<file path="config.mk">
export PLATFORM = sky130hd
export DESIGN_NAME = alu_exec_ctrl
export DESIGN_NICKNAME = d
export VERILOG_FILES = /design/src/rtl/alu_exec_ctrl.sv
export SDC_FILE = /design/constraint.sdc
export NUM_CORES = 1
export LEC_CHECK = 0
export BUFFER_PORTS_ARGS = -buffer_cell sky130_fd_sc_hd__buf_2
export CORE_MARGIN = 4
export CORE_UTILIZATION = 47
export CTS_CLUSTER_SIZE = 12
export DETAILED_ROUTE_END_ITERATION = 16
export PLACE_DENSITY_LB_ADDON = 0.3
export SLEW_MARGIN = 15
export SYNTH_ARGS = -nofsm -noshare
export SYNTH_HDL_FRONTEND = slang
export SYNTH_SLANG_ARGS = --single-unit
</file>
<file path="constraint.sdc">
create_clock -name clk -period 1.8 [get_ports clk]
set_input_delay 0.54 -clock clk [delete_from_list [all_inputs] [get_ports clk]]
set_output_delay 0.54 -clock clk [all_outputs]
set_load 0.03 [all_outputs]
</file>
<file path="src/rtl/alu_exec_ctrl.sv">
// Issue/writeback controller around a combinational ALU: reads operands from a small register
// file, drives the ALU for one cycle, then retires the result through a valid/ready handshake.
module alu_exec_ctrl #(
  parameter int unsigned DATA_W = 8,
  parameter int unsigned REG_AW = 2
) (
  input  logic              clk,
  input  logic              rst_n,
  input  logic              instr_valid_i,
  output logic              instr_ready_o,
  input  logic [15:0]       instr_i,
  output logic [2:0]        alu_op_o,
  output logic [DATA_W-1:0] alu_a_o,
  output logic [DATA_W-1:0] alu_b_o,
  input  logic [DATA_W-1:0] alu_result_i,
  input  logic              alu_zero_i,
  output logic              wb_valid_o,
  input  logic              wb_ready_i,
  output logic [REG_AW-1:0] wb_rd_o,
  output logic [DATA_W-1:0] wb_data_o,
  output logic              wb_zero_o,
  output logic              zero_flag_o,
  output logic              busy_o,
  input  logic [REG_AW-1:0] dbg_sel_i,
  output logic [DATA_W-1:0] dbg_data_o
);

  localparam int unsigned NumRegs = 2 ** REG_AW;

  typedef enum logic [1:0] {StIdle, StExec, StWb} state_e;

  state_e            state_q, state_d;
  logic [DATA_W-1:0] rf_q [NumRegs];
  logic [DATA_W-1:0] rf_d [NumRegs];
  logic [2:0]        alu_op_q, alu_op_d;
  logic [DATA_W-1:0] alu_a_q, alu_a_d;
  logic [DATA_W-1:0] alu_b_q, alu_b_d;
  logic [REG_AW-1:0] rd_q, rd_d;
  logic [DATA_W-1:0] wb_data_q, wb_data_d;
  logic              wb_zero_q, wb_zero_d;
  logic              zero_flag_q, zero_flag_d;

  logic [2:0]        op_f;
  logic [REG_AW-1:0] rd_f, ra_f, rb_f;
  logic              use_imm_f;
  logic [7:0]        imm_f;
  logic [DATA_W-1:0] ra_data, rb_data;

  assign op_f      = instr_i[15:13];
  assign rd_f      = instr_i[11 +: REG_AW];
  assign ra_f      = instr_i[9 +: REG_AW];
  assign use_imm_f = instr_i[8];
  assign imm_f     = instr_i[7:0];
  assign rb_f      = imm_f[REG_AW-1:0];

  // R0 is hardwired to zero on every read path.
  assign ra_data    = (ra_f == '0) ? '0 : rf_q[ra_f];
  assign rb_data    = (rb_f == '0) ? '0 : rf_q[rb_f];
  assign dbg_data_o = (dbg_sel_i == '0) ? '0 : rf_q[dbg_sel_i];

  always_comb begin
    state_d       = state_q;
    rf_d          = rf_q;
    alu_op_d      = alu_op_q;
    alu_a_d       = alu_a_q;
    alu_b_d       = alu_b_q;
    rd_d          = rd_q;
    wb_data_d     = wb_data_q;
    wb_zero_d     = wb_zero_q;
    zero_flag_d   = zero_flag_q;
    instr_ready_o = 1'b0;
    wb_valid_o    = 1'b0;

    unique case (state_q)
      StIdle: begin
        instr_ready_o = 1'b1;
        if (instr_valid_i) begin
          alu_op_d = op_f;
          alu_a_d  = ra_data;
          alu_b_d  = use_imm_f ? DATA_W'(imm_f) : rb_data;
          rd_d     = rd_f;
          state_d  = StExec;
        end
      end
      StExec: begin
        wb_data_d = alu_result_i;
        wb_zero_d = alu_zero_i;
        state_d   = StWb;
      end
      StWb: begin
        wb_valid_o = 1'b1;
        if (wb_ready_i) begin
          if (rd_q != '0) rf_d[rd_q] = wb_data_q;
          zero_flag_d = wb_zero_q;
          state_d     = StIdle;
        end
      end
      default: state_d = StIdle;
    endcase
  end

  always_ff @(posedge clk or negedge rst_n) begin
    if (!rst_n) begin
      state_q     <= StIdle;
      for (int unsigned i = 0; i < NumRegs; i++) rf_q[i] <= '0;
      alu_op_q    <= '0;
      alu_a_q     <= '0;
      alu_b_q     <= '0;
      rd_q        <= '0;
      wb_data_q   <= '0;
      wb_zero_q   <= 1'b0;
      zero_flag_q <= 1'b0;
    end else begin
      state_q     <= state_d;
      rf_q        <= rf_d;
      alu_op_q    <= alu_op_d;
      alu_a_q     <= alu_a_d;
      alu_b_q     <= alu_b_d;
      rd_q        <= rd_d;
      wb_data_q   <= wb_data_d;
      wb_zero_q   <= wb_zero_d;
      zero_flag_q <= zero_flag_d;
    end
  end

  assign alu_op_o    = alu_op_q;
  assign alu_a_o     = alu_a_q;
  assign alu_b_o     = alu_b_q;
  assign wb_rd_o     = rd_q;
  assign wb_data_o   = wb_data_q;
  assign wb_zero_o   = wb_zero_q;
  assign zero_flag_o = zero_flag_q;
  assign busy_o      = (state_q != StIdle);

endmodule

</file>
=== Yosys cells after proc, flatten, opt, wreduce, memory -nomap -nowiden ===
Index checks and enable logic that the tools add are counted.

* Logic and storage cells: 57
* Register bits after elaboration: 65
* Input bits: 31

* Reductions and logical operators: 11
* $lt $le $gt $ge: 5
* Equality and inequality tests: 4
* Multiplexer cells: 21
* Bitwise operators: 4

{| class="wikitable"
|+ Operators by type and width
! operator !! count
|-
| 8-bit 2-to-1 mux || 11
|-
| 8-bit binary-select mux with 2-bit select || 3
|-
| 32-bit bitwise mux || 1
|-
| 8-bit demux with 2-bit select || 1
|-
| 3-bit >= comparator, second input constant || 4
|-
| 2-bit inverter with 3-bit output || 4
|-
| 2-bit zero test || 4
|-
| 2-bit one-hot mux with 3 select lines || 1
|-
| 2-bit AND reduction || 3
|-
| 2-bit 2-to-1 mux || 2
|-
| 2-bit != test, second input constant || 2
|-
| 2-bit nonzero test || 2
|-
| 3-bit by 1-bit < comparator with 1-bit output, second input constant || 1
|-
| 3-bit AND reduction || 1
|-
| 2-bit by 1-bit equality test with 1-bit output, second input constant || 1
|-
| 2-bit equality test, second input constant || 1
|-
| 1-bit 2-to-1 mux || 2
|-
| 1-bit logical AND || 1
|}

=== Logic depth before layout (Yosys ltp) ===
* Depth after elaboration: 6
* Mapped depth: 7
* Depth with buffers taken out: 6

=== Worst setup path after synthesis ===
Ideal clock, no wire load.

* Path kind: in2out
* From: in dbg_sel_i[1]
* To: out dbg_data_o[6]
* Cell stages on the path: 3
* Slack: -0.205 ns
* Arrival time: 1.465 ns
* Required time: 1.260 ns
* Cells stage by stage: buf_2 nand2_1 o21ai_0

* Cells in the longest elaborated chain, start to end: 5

{| class="wikitable"
|+ Ends and longest elaborated chain
! element !! line !! RTL
|-
| start, declared || 24 || <nowiki>input logic [REG_AW-1:0] dbg_sel_i,</nowiki>
|-
| 2-bit inverter with 3-bit output (implied by the code) || 59 || <nowiki>assign dbg_data_o = (dbg_sel_i == '0) ? '0 : rf_q[dbg_sel_i];</nowiki>
|-
| 8-bit binary-select mux with 2-bit select || 59 ||
|-
| 8-bit 2-to-1 mux (implied by the code) (2 in a row) || 59 ||
|-
| 8-bit 2-to-1 mux * || 59 ||
|-
| end, declared || 25 || <nowiki>output logic [DATA_W-1:0] dbg_data_o</nowiki>
|}

Mark *: on every way between the ends. The rest lies on a longest branch, timed or not. The select of a mux whose other input is x is not followed.

=== Final worst setup path ===
* From: in dbg_sel_i[1]
* To: out dbg_data_o[5]

Same word-level chain as after synthesis.

==> flow_metrics.py <==
metrics = {
    "synthesis": {
        "synth_adder_area_share_pct": 0,
        "synth_mux_area_share_pct": 25.82,
        "synth-compound-area-share_pct": 10.74,
        "synth_fp_nets": 240,
        "synth_top_area_cell": "dfrtp_1",
        "synthSimpleGateAreaFrac_pct": 7.820,
        "syn_avg_cell_area_sq_um": 12.94,
        "synth_warn": 0,
        "synth-edff-count": 0,
        "synth_most_common_cell": "mux2_2",
        "synth_async_sr_flop_share_pct": 100.0,
        "synth_top_cells_by_count": "62 x mux2_2, 57 x dfrtp_1, 16 x a21oi_1",
        "syn-instance-count": 209,
        "netlist_top_cells_area": "dfrtp_1 53%, mux2_2 26%, a21oi_1 3.0%",
        "synth_top_area_share_pct": 52.75,
        "main_combinational_cell_family_by_area_after_synthesis": "multiplexers",
        "synth-seq-area-share_pct": 52.75,
        "yosys_most_used_dff": "dfrtp_1",
        "mappedNetlistArea_sq_mm": 0.002704,
        "count_of_different_cell_masters_after_synthesis": 26,
        "synth-seq-cells": 57,
        "synth_xor_xnor_area_share_pct": 0,
    },
    "place": {
        "gpl_congestion": 0.8760,
        "hpwlAfterDp_mm": 4.662,
        "portBuffers": 72,
        "placed_cells": 355,
    },
    "worst_setup_path": {
        "r2r_worst_path_depth": 7,
        "critPathArrivalTime_ps": 1440,
        "critical_path_buf_inv_count": 3,
        "critical_path.max_stage_delay_ps": 300,
        "cp_common_cell": "buf_6",
        "crit_path_max_delay_cell_type": "mux2_4",
        "critical_path.max_fanout": 5,
        "crit_family": "buffers and inverters",
        "reg_to_reg_endpoint": "alu_b_o[1]",
        "setup.worst_path.start_class": "primary input",
        "worst_setup_ep_type": "output port",
        "setup.reg_to_reg.worst_slack_ps": 310,
        "worst_ep_required_time_ps": 1260,
        "cp_cell_sequence": "buf_8 -> buf_6 -> mux2_4 -> a22o_4 -> buf_6",
        "r2r-start": "state_q[1]",
        "critical_path_class": "in -> out",
    },
    "floorplan": {
        "floorplan.rows": 27,
        "io_pins": 73,
        "core_area_sq_mm": 0.005540,
        "die_x_um": 83.85,
        "die_h_um": 83.85,
        "floorplan.initialDensity_pct": 48.80,
        "die_area_sq_mm": 0.007030,
    },
    "route": {
        "vias_per_cell": 5.301,
        "drt-total-wl_mm": 6.272,
        "dr.pass1.iters": 4,
        "drt_iter0_markers": 124,
        "wl_per_cell_um": 16.86,
        "final_antenna_net_count": 0,
        "detailroute.via_count": 1972,
        "drcViolationCount": 0,
    },
    "sta": {
        "grt_setup_unrepaired": "true",
        "worst_slack_ps": -180.5,
        "final_period_minus_worst_setup_slack_ps": 1981,
        "clock_skew_ps": 7.141,
        "setup-tns-final_ps": -1202,
        "fmax_ghz": 0.5049,
        "setup-violations-final": 8,
        "report.final.slew_viol_count": 0,
        "finalHoldViolations": 0,
        "max-slew-margin-rel_pct": 63.21,
        "crit_share_post_route_pct": 110.0,
        "minimum_hold_slack_ps": 166.2,
        "worst-slew-pin-transition_ps": 550.6,
    },
    "clocking": {
        "ctsRootBufferMaster": "clkbuf_8",
        "cts_buffers": 9,
        "clock_sinks": 57,
        "ctsHtreeMaxLevel": 3,
        "clock_latency_late_sink_ps": 330,
        "tritoncts_clock_tree": "built",
        "clkTransAtPathRegs_ps": 70,
        "clockBufferDepth": 2,
    },
    "power": {
        "comb_power_share_pct": 47.0,
        "internal_power_uw": 4067,
        "power.static_leakage_uw": 0.001680,
        "irDropWorstVdd_mv": 1.068,
        "power.share.sequential_pct": 36.4,
        "p_per_area_mw_per_mm2": 1939,
        "power.switching_fraction_pct": 41.31,
        "clock_power_share_pct": 16.5,
        "net-switching-power_uw": 2863,
    },
    "global_route": {
        "global_route.usage.met2_pct": 29.79,
        "grt_pass1_wl_mm": 10.49,
        "grt_start_max_net_pins": 32,
        "gr-usage-all-layers_pct": 19.08,
        "most_heavily_used_metal_layer_in_global_routing": "met2",
        "grt_util_met3_pct": 4.047,
        "met1_usage_pct": 26.02,
        "grt_antenna_before_repair": 0,
        "grt_remaining_overflow": 0,
        "vias_in_the_first_global_route": 2043,
    },
    "final_layout": {
        "post_route_cells_drive_above_1_share_pct": 60.33,
        "area.growth.synth_to_final_pct": 32.16,
        "finish.net_count": 326,
        "nFillCells": 457,
        "antenna-diode-count": 0,
        "final_cells": 372,
    },
    "flow_run": {
        "max_cap_violations": 0,
    },
    "hold_path": {
        "timing.hold.worst.class": "in -> async",
    },
    "outcome": {
        "run_status": "complete, but fails checks",
        "failed_checks": "negative setup slack",
    },
}
flip-flops by register name, summed over array words and instances (netlist names):
| name | flops |
|---|---|
| alu_op_o | 3 |
| wb_rd_o | 2 |
| zero_flag_o | 1 |
| alu_b_o | 8 |
| state_q | 2 |
| wb_data_o | 8 |
| wb_zero_o | 1 |
| alu_a_o | 8 |
| rf_q | 24 |
worst reg2reg max path: stages (launching register included):
cell and delay (ps):
dfrtp_2 440, or2_1 240, inv_2 70, nand2_1 80, inv_2 160, buf_12 200
nand2b_1 130, o31ai_1 60
cell type report:
| cell class | instances | area [sq um] | share of cell area, % |
|---|---|---|---|
| Multi-Input combinational cell | 137 | 1247 | 34.91 |
| Clock inverter | 3 | 40.04 | 1.120 |
| Clock buffer | 13 | 148.9 | 4.167 |
| Sequential cell | 57 | 1428 | 39.95 |
| Tap cell | 72 | 90.09 | 2.521 |
| Timing Repair Buffer | 87 | 608.1 | 17.02 |
| Inverter | 3 | 11.26 | 0.3151 |
power groups by stage:
| stage | Combinational (uW) | Clock [uW] | Sequential, uW |
|---|---|---|---|
| finish | 3260 | 1150 | 2530 |
| global placement | 3040 | 0 | 2500 |
| detailed placement | 3100 | 0 | 2530 |
| floorplan | 1550 | 0 | 3090 |
| CTS | 3230 | 1160 | 2510 |
| global route | 3500 | 1240 | 2630 |
kinds of logic after synthesis:
| logic type | after synthesis |
|---|---|
| and+or+nand+nor | 33 |
| buffers and inverters | 15 |
| muxes | 62 |
| DFF | 57 |
| AOI/OAI and AO/OA | 42 |
how the worst max path moves through the flow:
stage,startpoint,endpoint,depth (start not counted)
floorplan,dbg_sel_i[0],dbg_data_o[1],4
global placement,dbg_sel_i[1],dbg_data_o[1],4
detailed placement,dbg_sel_i[1],dbg_data_o[1],4
CTS,dbg_sel_i[1],dbg_data_o[5],5
global route,dbg_sel_i[1],dbg_data_o[5],5
finish,dbg_sel_i[1],dbg_data_o[5],5
per-layer routing:
| metal | vias to the layer above | wire length [um] | share of wire [%] |
|---|---|---|---|
| li1 | 951 | - | - |
| met1 | 952 | 2866 | 46 |
| met2 | 62 | 2986 | 48 |
| met3 | 7 | 347 | 5.5 |
| met4 | 0 | 72 | 1.1 |
| met5 | - | 0 | 0 |
metrics by stage:
| stage | utilization [%] | total power, uW | area (sq um) | setup WS, ps |
|---|---|---|---|---|
| floorplan | - | 4636 | 2740 | -10.30 |
| global placement | 59.26 | 5539 | 3283 | -367.1 |
| detailed placement | 59.26 | 5630 | 3283 | -393.7 |
| CTS | 63.98 | 6904 | 3545 | -193.6 |
| global route | 64.50 | 7366 | 3573 | -192.9 |
| finish | 64.50 | 6930 | 3573 | -180.5 |
placed cells by master, fill, tap and decap left out, types with 2 or more instances in the layout:
master / Yosys / layout
a222oi_1: 6 / 6
a22o_2: 0 / 4
clkbuf_8: 0 / 10
dfrtp_1: 57 / 56
inv_2: 1 / 2
nand2b_1: 3 / 3
buf_2: 5 / 61
buf_4: 0 / 10
mux2_4: 0 / 2
a22oi_1: 8 / 8
nand2_1: 4 / 3
nor2_1: 15 / 15
clkinv_2: 0 / 2
nor3b_4: 2 / 2
nor2b_1: 3 / 2
o21ai_0: 3 / 2
buf_6: 2 / 10
a21oi_1: 16 / 16
mux2_2: 62 / 60
buf_12: 0 / 5
a22o_4: 0 / 3
clkbuf_1: 3 / 3
repair_timing:
item,4_1_cts,5_1_grt
resized for setup,23,8
pin swaps,1,2
setup endpoints to repair,9,10
hold buffers,0,0
setup buffers,0,1
hold endpoints to repair,0,0
No activity file was read; power rests on OpenSTA's default activity.
